[src/rtl/io_out_buf.sv]
// rtl/io_out_buf.sv - core output stage: per-port holding registers plus {addr,data} FWFT FIFO
//
// Every core output write (out_en/addr_out/data_out) updates the addressed
// holding register and is queued for an external consumer. The core never
// stalls, so a write into a full FIFO without a concurrent pop is dropped and
// recorded in the sticky ovf flag.
//
// Ports:
//   clk, rst                      clock, synchronous active-high reset
//   out_en, addr_out, data_out    core output write
//   port_data, port_stb           last value per port / one-cycle update pulse
//   m_valid, m_addr, m_data       FIFO head, held until popped
//   m_ready                       consumer accepts head
//   count, full, empty            FIFO occupancy and status
//   ovf, ovf_clr                  sticky overflow flag and its clear

module io_out_buf #(
    parameter int NUBITS = 32,
    parameter int NUIOOU = 8,
    parameter int FDEPTH = 8,
    parameter int AW     = (NUIOOU > 1) ? $clog2(NUIOOU) : 1
) (
    input  logic                     clk,
    input  logic                     rst,
    input  logic                     out_en,
    input  logic [AW-1:0]            addr_out,
    input  logic [NUBITS-1:0]        data_out,
    output logic [NUIOOU*NUBITS-1:0] port_data,
    output logic [NUIOOU-1:0]        port_stb,
    output logic                     m_valid,
    output logic [AW-1:0]            m_addr,
    output logic [NUBITS-1:0]        m_data,
    input  logic                     m_ready,
    output logic [$clog2(FDEPTH):0]  count,
    output logic                     full,
    output logic                     empty,
    output logic                     ovf,
    input  logic                     ovf_clr
);

    localparam int PW = $clog2(FDEPTH);
    localparam int CW = PW + 1;
    localparam int EW = AW + NUBITS;

    // Port bank write decode. With a single port the address is ignored;
    // otherwise out-of-range addresses skip the bank but still get queued.
    logic [AW-1:0]     bank_addr;
    logic [NUIOOU-1:0] wr_sel;

    always_comb begin
        bank_addr = (NUIOOU == 1) ? '0 : addr_out;
        wr_sel    = '0;
        for (int k = 0; k < NUIOOU; k++) begin
            wr_sel[k] = out_en && (bank_addr == AW'(k));
        end
    end

    always_ff @(posedge clk) begin
        if (rst) begin
            port_data <= '0;
            port_stb  <= '0;
        end else begin
            port_stb <= wr_sel;
            for (int k = 0; k < NUIOOU; k++) begin
                if (wr_sel[k]) begin
                    port_data[k*NUBITS +: NUBITS] <= data_out;
                end
            end
        end
    end

    // Circular FIFO. Pointers are PW bits and wrap naturally since FDEPTH is
    // a power of two; the separate count disambiguates full from empty.
    logic [EW-1:0] mem [FDEPTH];
    logic [PW-1:0] wr_ptr;
    logic [PW-1:0] rd_ptr;
    logic [CW-1:0] cnt;
    logic          push;
    logic          pop;

    assign full    = (cnt == CW'(FDEPTH));
    assign empty   = (cnt == '0);
    assign m_valid = ~empty;
    assign count   = cnt;

    assign pop  = m_valid & m_ready;
    // A full FIFO still accepts a write when the head leaves in the same cycle.
    assign push = out_en & (~full | pop);

    assign {m_addr, m_data} = mem[rd_ptr];

    always_ff @(posedge clk) begin
        if (!rst && push) begin
            mem[wr_ptr] <= {addr_out, data_out};
        end
    end

    always_ff @(posedge clk) begin
        if (rst) begin
            wr_ptr <= '0;
            rd_ptr <= '0;
            cnt    <= '0;
        end else begin
            if (push) begin
                wr_ptr <= wr_ptr + 1'b1;
            end
            if (pop) begin
                rd_ptr <= rd_ptr + 1'b1;
            end
            case ({push, pop})
                2'b10:   cnt <= cnt + 1'b1;
                2'b01:   cnt <= cnt - 1'b1;
                default: cnt <= cnt;
            endcase
        end
    end

    // Sticky overflow; a new drop in the same cycle as a clear keeps it set.
    always_ff @(posedge clk) begin
        if (rst) begin
            ovf <= 1'b0;
        end else if (out_en && full && !pop) begin
            ovf <= 1'b1;
        end else if (ovf_clr) begin
            ovf <= 1'b0;
        end
    end

endmodule

[config.mk]
export PLATFORM = sky130hd
export DESIGN_NAME = io_out_buf
export DESIGN_NICKNAME = d
export VERILOG_FILES = /design/src/rtl/io_out_buf.sv
export SDC_FILE = /design/constraint.sdc
export NUM_CORES = 1
export LEC_CHECK = 0
export CAP_MARGIN = 20
export CORE_MARGIN = 4
export CORE_UTILIZATION = 53
export DETAILED_ROUTE_END_ITERATION = 8
export PLACE_DENSITY = 0.76
export SYNTH_ARGS = -nofsm -noshare
export SYNTH_HDL_FRONTEND = slang
export SYNTH_SLANG_ARGS = --single-unit
[constraint.sdc]
create_clock -name clk -period 6 [get_ports clk]
set_clock_uncertainty 0.05 [all_clocks]
set_input_delay 0.6 -clock clk [delete_from_list [all_inputs] [get_ports clk]]
set_output_delay 0.6 -clock clk [all_outputs]
set_load 0.05 [all_outputs]
## After elaboration in Yosys (flattened, before gate mapping)

Memory sizes are Yosys's and may differ from the RTL's. A register that Yosys moved wholly into a read port is not among the register bits.
Index checks and enable logic that the tools add are counted.

- Register bits after elaboration: 275
- Logic and storage cells: 57
- Memories: 1
- Bits in writable memories: 280
- Input bits: 40
- Output and inout bits: 307

- Reduce and logical (&&, ||, !) cells: 17
- Add/sub/neg operators: 4
- Mux-type cells: 7
- Eq/ne operators: 10
- Bitwise logic cells: 5

Memories:

| memory | depth | bits a word | rd ports | clocked after memory_dff | wr ports | RTL line | RTL |
|---|---|---|---|---|---|---|---|
| mem | 8 | 35 | 1 | 1 | 1 | 74 | `logic [EW-1:0] mem [FDEPTH];` |

Operators with widths:

| operator | count |
|---|---|
| $eq A3 B3 Y1 const B | 4 |
| $logic_and A1 B1 Y1 | 11 |
| $pmux W4 S2 | 1 |
| $add A3 B1 Y3 const B | 2 |
| $eq A3 B2 Y1 const B | 2 |
| $mux W3 | 2 |
| $add A4 B1 Y4 const B | 1 |
| $eq A4 B4 Y1 const B | 1 |
| $logic_not A4 Y1 | 1 |
| $mux W1 | 4 |
| $reduce_bool A2 Y1 | 2 |
| $sub A4 B1 Y4 const B | 1 |
| $eq A3 B1 Y1 const B | 1 |
| $logic_not A3 Y1 | 1 |
| $and A1 B1 Y1 | 2 |
| $eq A2 B1 Y1 const B | 1 |
| $eq A2 B2 Y1 const B | 1 |
| $logic_not A1 Y1 | 2 |
| $not A1 Y1 | 2 |
| $or A1 B1 Y1 | 1 |

## Depth between registers and ports, before layout

Gate-level depths: netlist (run 1).

- Depth after elaboration: 8
- Gate-level depth with buffers: 10

## Worst setup path after synthesis (run 1)

Ideal clock, no wire load.

- Path kind: register to register
- Start: register cnt[2], in the netlist count[2]
- End: memory mem[0][0] in the netlist's numbering, enable pin
- Data required time: 5.423 ns
- Cell stages (with the launch flop): 5
- Setup slack: 0.602 ns
- Arrival: 4.820 ns
- Cells stage by stage: dfxtp_1 > buf_2 > or4b_4 > o21ai_4 > nor4b_1

- Cells in the longest elaborated chain, start to end: 8
- Elaborated cells between the ends (all ways): 10
- Classes of those cells: eq/ne (1); mux (2); bitwise (5); reduce/logical (2)

Ends and longest elaborated chain:

| element | RTL line | RTL |
|---|---|---|
| start, declared | 77 | `logic [CW-1:0] cnt;` |
| start signal, assigned | 111 | `2'b10: cnt <= cnt + 1'b1;` |
| start signal, assigned | 112 | `2'b01: cnt <= cnt - 1'b1;` |
| start signal, assigned | 113 | `default: cnt <= cnt;` |
| $logic_not A4 Y1 | 82 | `assign empty = (cnt == '0);` |
| $not A1 Y1 | 83 | `assign m_valid = ~empty;` |
| $and A1 B1 Y1 | 86 | `assign pop = m_valid & m_ready;` |
| $or A1 B1 Y1 (*) | 88 | `assign push = out_en & (~full \| pop);` |
| $and A1 B1 Y1 (*) | 88 |  |
| $logic_and A1 B1 Y1 (*) | 93 | `if (!rst && push) begin` |
| $mux W1 (*) | 93 |  |
| $mux W1 (not written as such) (*) | 94 | `mem[wr_ptr] <= {addr_out, data_out};` |
| end, declared | 74 |  |

Every way passes the cells marked *; elsewhere a longest branch is shown, timed or not.

==> flow_metrics.tcl, run 1 <==
set metrics [dict create \
    outcome "finished clean" \
    critPathSlowestCell "dfxtp_4" \
    fin_nets 2008 \
    drc 0 \
    postCtsHoldBufs 0 \
    hold_path_end "port_data[226]" \
    path_delay_family "buffers and inverters" \
    r2r_slack_ns 3.55 \
    synth_edf_count 280 \
    drt-total-wl_um 60600 \
    critical_path_buf_inv_count 2 \
    path_class "reg -> out" \
    overflow 0 \
    yosys_warnings 0 \
    worstPathArrival_ns 3.53 \
    dieArea_mm2 0.0416 \
    yosysMostFrequentCell "nand2_1" \
    layout-drive-gt1-share 0.118 \
    max_slew_margin 0.241 \
    hp-class "reg -> reg" \
    io_buffers 346 \
    area_growth_syn_to_layout_pct 27.0 \
    power.leakage_uw 0.00832 \
    yosysTopAreaCellShare 0.413 \
    hp-start "port_data[226]" \
    tns_ns 0 \
    yosys.area.top_type "edfxtp_1" \
    yosys-top-cells-area "edfxtp_1 41%, dfxtp_1 27%, nand2_1 9.6%" \
    cts_sinks 558 \
    power_switching_uw 2510 \
    die_h_um 204 \
    dr.first_iter.drc_count 1101 \
    pwr-share-clk 0.355 \
    ctsRootBufferMaster "clkbuf_16" \
    p_sw_frac 0.276 \
    htreeDepth 2 \
    antenna_cells 0 \
    hold_viol 0 \
    drv_slew 0 \
    power.density_mw_per_mm2 351 \
    tightest_slew_ns 1.14 \
    routed-via-count 14300 \
    ys_seq_area_frac 0.686 \
    antenna_found_initial 2 \
    grt_usage 0.288 \
    r2r_cells 4 \
    synth_commonest_cells "523 x nand2_1, 280 x edfxtp_1, 278 x dfxtp_1, 259 x a21oi_1, 76 x clkbuf_1" \
    final.period_utilization 0.696 \
    setup_viol 0 \
    p_total_uw 9080 \
    cts_tree "yes" \
    start_util 0.540 \
    critPathMaxStageDelay_ns 0.89 \
    pwr-share-seq 0.465 \
    clock.fmax_ghz 0.239 \
    r2r_end "mem[4][4]" \
    p_int_uw 6570 \
    num-fill-cells 2659 \
    syn-cell-area_mm2 0.0204 \
    ant_nets 0 \
    syn_area_per_cell_um2 12.2 \
    ctsLongestPathBuffers 3 \
    syn-instance-count 1674 \
    min_path_cells 2 \
    routedWlPerCell_um 24.1 \
    cp_max_fo 42 \
    power_frac_comb 0.180 \
    synthesis.nets 1717 \
    viasPerCell 5.69 \
    core-area_mm2 0.0378 \
    vdd_ir_drop_max_uv 248 \
    regArea_mm2 0.0140 \
    cts_resized 0 \
    ys.flop_type "edfxtp_1" \
    post-route-min-period_ns 4.18 \
    worst_slack_ns 1.82 \
    async_flop_share 0 \
    clock_latency_ns 0.59 \
    rows 71 \
    path_cells "buf_4 > mux4_2 > mux2_2 > clkdlybuf4s50_1" \
    yosys.cell_types.count 35 \
    grt_pass1_vias 14300 \
    io_pins 347 \
    grt_pass1_wl_um 90200 \
    drv_cap 0 \
    die_w_um 204 \
    r2r-start "count[0]" \
    post_cts_buffers 0 \
    worstPathRequired_ns 5.35 \
    clk_pin_slew_ns 0.06 \
    place_worst_setup_slack_ns 2.33 \
    cts_made_buffers 53 \
    rsz0062_at_grt "false" \
    gp_congestion 0.819 \
    drt-pass1-iter-count 6 \
    place_hpwl_um 37800 \
    grt_max_degree 100 \
    multi_input_area_mm2 0.00587 \
    ys_ff_latch 558 \
    end_kind "primary output" \
    startpoint_type "flip-flop" \
]
## flip-flops by register name, summed over array words and instances, names as in the netlist, named ones only
| name | flops |
|---|---|
| port_data | 256 |
| wr_ptr | 3 |
| mem | 280 |
| ovf | 1 |
| port_stb | 8 |
| count | 4 |
| rd_ptr | 3 |
## per-layer routing
metal / GRT usage / wire length (um)
met5: 0 / 0
met4: 0.0876 / 1960
met3: 0.0958 / 6620
met2: 0.454 / 28300
met1: 0.384 / 23700
## final cells by class
cell class | count | area share
Inverter | 2 | 0.000290
Clock inverter | 21 | 0.00638
Timing Repair Buffer | 376 | 0.143
Sequential cell | 558 | 0.540
Tap cell | 511 | 0.0247
Clock buffer | 75 | 0.0580
Multi-Input combinational cell | 974 | 0.227
## worst min-delay path: cells and delay by family, from the launching register on
family | cells | cell delay (ns)
AOI/OAI and AO/OA | 1 | 0.05
and+or+nand+nor | 1 | 0.05
DFF | 1 | 0.30
## cells by family (layout without fill, tap and decap cells)
kind of cell,Yosys count,in the layout,synth area share
compound gates,267,267,0.0679
simple gates,589,589,0.113
buf+inv,142,474,0.0306
flops,558,558,0.686
mux,108,108,0.0982
xor+xnor,7,7,0.00301
fa+ha+maj,3,3,0.00184
## worst max-delay path by stage
stage / startpoint / end / cells past startpoint
3_3_place_gp: flip-flop / m_data[31] / 4
6_report: flip-flop / m_data[28] / 4
5_1_grt: flip-flop / m_data[28] / 4
3_5_place_dp: flip-flop / m_data[7] / 4
4_1_cts: flip-flop / m_data[7] / 4
2_1_floorplan: count[2] / mem[0][0] / 4
## placed cells by master, fill, tap and decap left out, types with 2 or more instances in the layout
cell type and count:
a21oi_1 259, inv_1 2, ha_1 3, o211ai_1 2, nor3_1 2, edfxtp_1 280
clkinv_2 10, nor2_1 23, nor2_2 5, mux2_2 35, clkbuf_8 8, nand3_2 2
xnor2_1 3, nand3_1 5, clkdlybuf4s50_1 345, mux2i_1 3, nand2b_1 5, clkbuf_16 54
xor2_1 4, nor2_4 3, buf_4 28, clkbuf_1 14, nor3_2 5, nor2b_1 6
clkinv_1 6, bufinv_16 2, nand2_1 523, dfxtp_1 276, mux4_2 70, nor4_2 2
## metrics by stage
step           cells  hold WS [ns]  utilization  cell area (um^2)
2_1_floorplan   1674         0.404            -             20400
3_3_place_gp    2419         0.391        0.640             24200
3_5_place_dp    2419         0.396        0.640             24200
4_1_cts         2515         0.404        0.684             25800
5_1_grt         2517         0.422        0.685             25900
6_report        2517         0.402        0.685             25900
## power groups by stage
stage | combinational [uW] | sequential, uW | clock (uW)
global route | 1720 | 4240 | 3440
global placement | 1610 | 4320 | 0
CTS | 1630 | 4240 | 3260
detailed placement | 1620 | 4320 | 0
finish | 1640 | 4220 | 3220
floorplan | 1090 | 4360 | 0
Power figures use the tool's default switching activity.
==> run 2, diff against run 1 <==
Clock period 6 ns to 4.4 ns, I/O delays scaled along.
==> flow_metrics.tcl, run 2 (synthesis results as in run 1) <==
set metrics [dict create \
    grt_pass1_vias 14400 \
    post_cts_buffers 0 \
    final_common_cell "nand2_1" \
    place_hpwl_um 37600 \
    grt_pass1_wl_um 90000 \
    cts_made_buffers 54 \
    vdd_ir_drop_max_uv 369 \
    fin_cells 2520 \
    layout-drive-gt1-share 0.115 \
    largest_reg_flops 280 \
    final.period_utilization 0.834 \
    area_growth_syn_to_layout_pct 27.4 \
    hp-start "port_data[40]" \
    grt_usage 0.286 \
    critical_path_buf_inv_count 2 \
    tightest_slew_ns 1.09 \
    io_buffers 346 \
    dr.first_iter.drc_count 1164 \
    p_total_uw 12400 \
    fin_nets 2012 \
    routedWlPerCell_um 23.9 \
    clock_latency_ns 0.60 \
    rows 71 \
    path_cells "buf_4 > mux4_2 > mux2_2 > clkdlybuf4s50_1" \
    grt_max_degree 125 \
    cp_max_fo 18 \
    viasPerCell 5.65 \
    hold_viol 0 \
    top_register "mem" \
    dieArea_mm2 0.0416 \
    post-route-util 0.688 \
    die_w_um 204 \
    die_h_um 204 \
    cts_resized 0 \
    hp-class "reg -> reg" \
    drt-total-wl_um 60200 \
    mostFrequentLayoutCells "523 x nand2_1, 345 x clkdlybuf4s50_1, 280 x edfxtp_1, 276 x dfxtp_1, 259 x a21oi_1" \
    post-route-min-period_ns 3.67 \
    worstPathRequired_ns 3.91 \
    clk_pin_slew_ns 0.06 \
    overflow 0 \
    cts_tree "yes" \
    ctsRootBufferMaster "clkbuf_16" \
    antenna_found_initial 2 \
    dp.cells 2423 \
    start_util 0.540 \
    drv_slew 0 \
    largest_registers "mem (280), port_data (256), port_stb (8)" \
    clock.fmax_ghz 0.272 \
    cts_sinks 558 \
    io_pins 347 \
    path_class "reg -> out" \
    power.density_mw_per_mm2 476 \
    drv_cap 0 \
    setup_viol 0 \
    tns_ns 0 \
    core-area_mm2 0.0378 \
    path_delay_family "buffers and inverters" \
    ant_nets 0 \
    r2r-start "count[0]" \
    startpoint_type "flip-flop" \
    max_slew_margin 0.273 \
    rsz0062_at_grt "false" \
    htreeDepth 2 \
    power.leakage_uw 0.00833 \
    routed-via-count 14200 \
    critPathMaxStageDelay_ns 0.71 \
    gp_congestion 0.841 \
    critPathSlowestCell "clkdlybuf4s50_1" \
    drc 0 \
    worstPathArrival_ns 3.18 \
    drt-pass1-iter-count 5 \
    end_kind "primary output" \
    ctsLongestPathBuffers 3 \
    postCtsHoldBufs 0 \
    outcome "finished clean" \
]
[run 2: worst paths after layout]
kind              endpoint  slack, ns  depth (start not counted)
min reg2reg  port_data[40]       0.40                          2
min          port_data[40]       0.40                          2
max              m_addr[0]       0.73                          4
max reg2reg     mem[5][30]       1.91                          4
[run 2: cell type report]
| cell class | count | area [um^2] |
|---|---|---|
| Inverter | 2 | 7.51 |
| Antenna cell | 2 | 5.00 |
| Sequential cell | 558 | 14000 |
| Clock buffer | 88 | 1580 |
| Multi-Input combinational cell | 974 | 5900 |
| Clock inverter | 6 | 53.8 |
| Timing Repair Buffer | 379 | 3800 |
| Fill cell | 2653 | 11800 |
| Tap cell | 511 | 639 |
[run 2: worst min-delay path, cell delays in order (launching register included)]
cell,delay [ns]
dfxtp_1,0.31
nand2_1,0.05
a21oi_1,0.05
[run 2: where the power goes]
group	switching (uW)	internal [uW]
Sequential	122	5580
Clock	1900	2440
Combinational	1420	913
Total	3440	8930
[run 2: routing by layer]
metal | vias to the layer above | global-route usage | part of all wire
li1 | 6398 | - | -
met1 | 7076 | 0.380 | 0.40
met2 | 632 | 0.447 | 0.46
met3 | 131 | 0.0966 | 0.11
met4 | 4 | 0.100 | 0.034
met5 | - | 0 | 0.00045
[run 2: stage by stage]
stage | worst slack, ns | area (um^2) | hold slack, ns
6_report | 0.729 | 26000 | 0.401
5_1_grt | 0.559 | 26000 | 0.421
4_1_cts | 0.643 | 25900 | 0.404
3_5_place_dp | 1.31 | 24300 | 0.395
3_3_place_gp | 1.34 | 24200 | 0.391
2_1_floorplan | 0.178 | 20400 | 0.404
==> run 3, diff against run 2 <==
Clock period 4.4 ns to 3.6 ns, I/O delays scaled along.
==> flow_metrics.tcl, run 3 (synthesis results as in run 1) <==
set metrics [dict create \
    mostFrequentLayoutCells "523 x nand2_1, 345 x clkdlybuf4s50_1, 280 x edfxtp_1, 276 x dfxtp_1, 259 x a21oi_1" \
    largest_reg_flops 280 \
    fin_cells 2531 \
    num-fill-cells 2573 \
    io_pins 347 \
    area_growth_syn_to_layout_pct 28.9 \
    vdd_ir_drop_max_uv 408 \
    startpoint_type "flip-flop" \
    core-area_mm2 0.0378 \
    clock_latency_ns 0.61 \
    die_h_um 204 \
    clk_pin_slew_ns 0.06 \
    final_common_cell "nand2_1" \
    dp.cells 2429 \
    antenna_cells 0 \
    tns_ns 0 \
    overflow 0 \
    setup_viol 0 \
    tightest_slew_ns 1.18 \
    post-route-util 0.696 \
    place_worst_setup_slack_ns 0.716 \
    grt_pass1_wl_um 89700 \
    drt-pass1-iter-count 5 \
    rsz0062_at_grt "false" \
    max_slew_margin 0.213 \
    power.density_mw_per_mm2 603 \
    start_util 0.540 \
    ctsRootBufferMaster "clkbuf_16" \
    cts_sinks 558 \
    ctsLongestPathBuffers 3 \
    layout-drive-gt1-share 0.128 \
    worstPathArrival_ns 3.01 \
    cts_made_buffers 54 \
    ant_nets 0 \
    io_buffers 346 \
    routedWlPerCell_um 24.0 \
    die_w_um 204 \
    top_register "mem" \
    clock.fmax_ghz 0.292 \
    dr.first_iter.drc_count 1290 \
    path_class "reg -> out" \
    largest_registers "mem (280), port_data (256), port_stb (8)" \
    hold_viol 0 \
    post_cts_buffers 0 \
    hp-class "in -> reg" \
    worstPathRequired_ns 3.19 \
    grt_max_degree 102 \
    cp_max_fo 14 \
    dieArea_mm2 0.0416 \
    grt_pass1_vias 14200 \
    fin_nets 2017 \
    drv_cap 0 \
    cts_tree "yes" \
    rows 71 \
    viasPerCell 5.63 \
    drt-total-wl_um 60800 \
    place_hpwl_um 38000 \
    antenna_found_initial 5 \
    gp_congestion 0.811 \
    post-route-min-period_ns 3.42 \
    p_total_uw 15800 \
    final.period_utilization 0.950 \
    drc 0 \
    end_kind "primary output" \
    postCtsHoldBufs 0 \
    cts_resized 0 \
    power.leakage_uw 0.00850 \
    outcome "finished clean" \
    grt_usage 0.288 \
    worst_slack_ns 0.181 \
    drv_slew 0 \
    htreeDepth 2 \
    routed-via-count 14200 \
]
==> run 3: changes by cell type in the layout (fill, tap and decap cells not counted), sizes merged <==
cell / change
clkinv: +10
buf: +5
inv: +2
clkbuf: -14
diode: -2
bufinv: +7
clkinvlp: +3
==> run 3: power breakdown <==
group          switching [uW]  internal [uW]  leakage (uW)
Sequential                154           6810       0.00478
Combinational            1740           1140       0.00278
Clock                    2460           3530      0.000935
==> run 3: final cells by class <==
class / instances / area [um^2] / area share
tap: 511 / 639 / 0.0243
multi-input combinational: 974 / 5890 / 0.224
inverter: 2 / 7.51 / 0.000286
clock buffer: 74 / 1540 / 0.0585
sequential: 558 / 14000 / 0.532
timing repair buffer: 384 / 3840 / 0.146
clock inverter: 28 / 380 / 0.0145
==> run 3: worst max-delay path, stage by stage, from the launching register on <==
cell and delay [ns]:
dfxtp_4 0.54, buf_4 0.30, mux4_2 0.53, mux2_2 0.28, clkdlybuf4s50_1 0.74
==> run 3: worst paths after layout <==
check	from	endpoint	slack, ns	cells after the start
worst max-delay path	flip-flop	m_data[12]	0.18	4
worst min-delay path	rst	count[0]	0.20	2
worst max register to register	count[0]	mem[5][12]	1.06	4
worst min register to register	port_data[56]	port_data[56]	0.40	2
==> run 3: through the flow <==
step,hold slack (ns),instance area [um^2]
2_1_floorplan,0.404,20400
3_3_place_gp,0.391,24400
3_5_place_dp,0.396,24400
4_1_cts,0.174,26300
5_1_grt,0.199,26300
6_report,0.198,26300
==> run 3: layer usage <==
layer | track usage | share of wire | vias to the layer above
li1 | - | - | 6405
met1 | 0.382 | 0.38 | 7065
met2 | 0.450 | 0.47 | 655
met3 | 0.0970 | 0.11 | 112
met4 | 0.103 | 0.038 | 4
met5 | 0 | 0.00044 | -
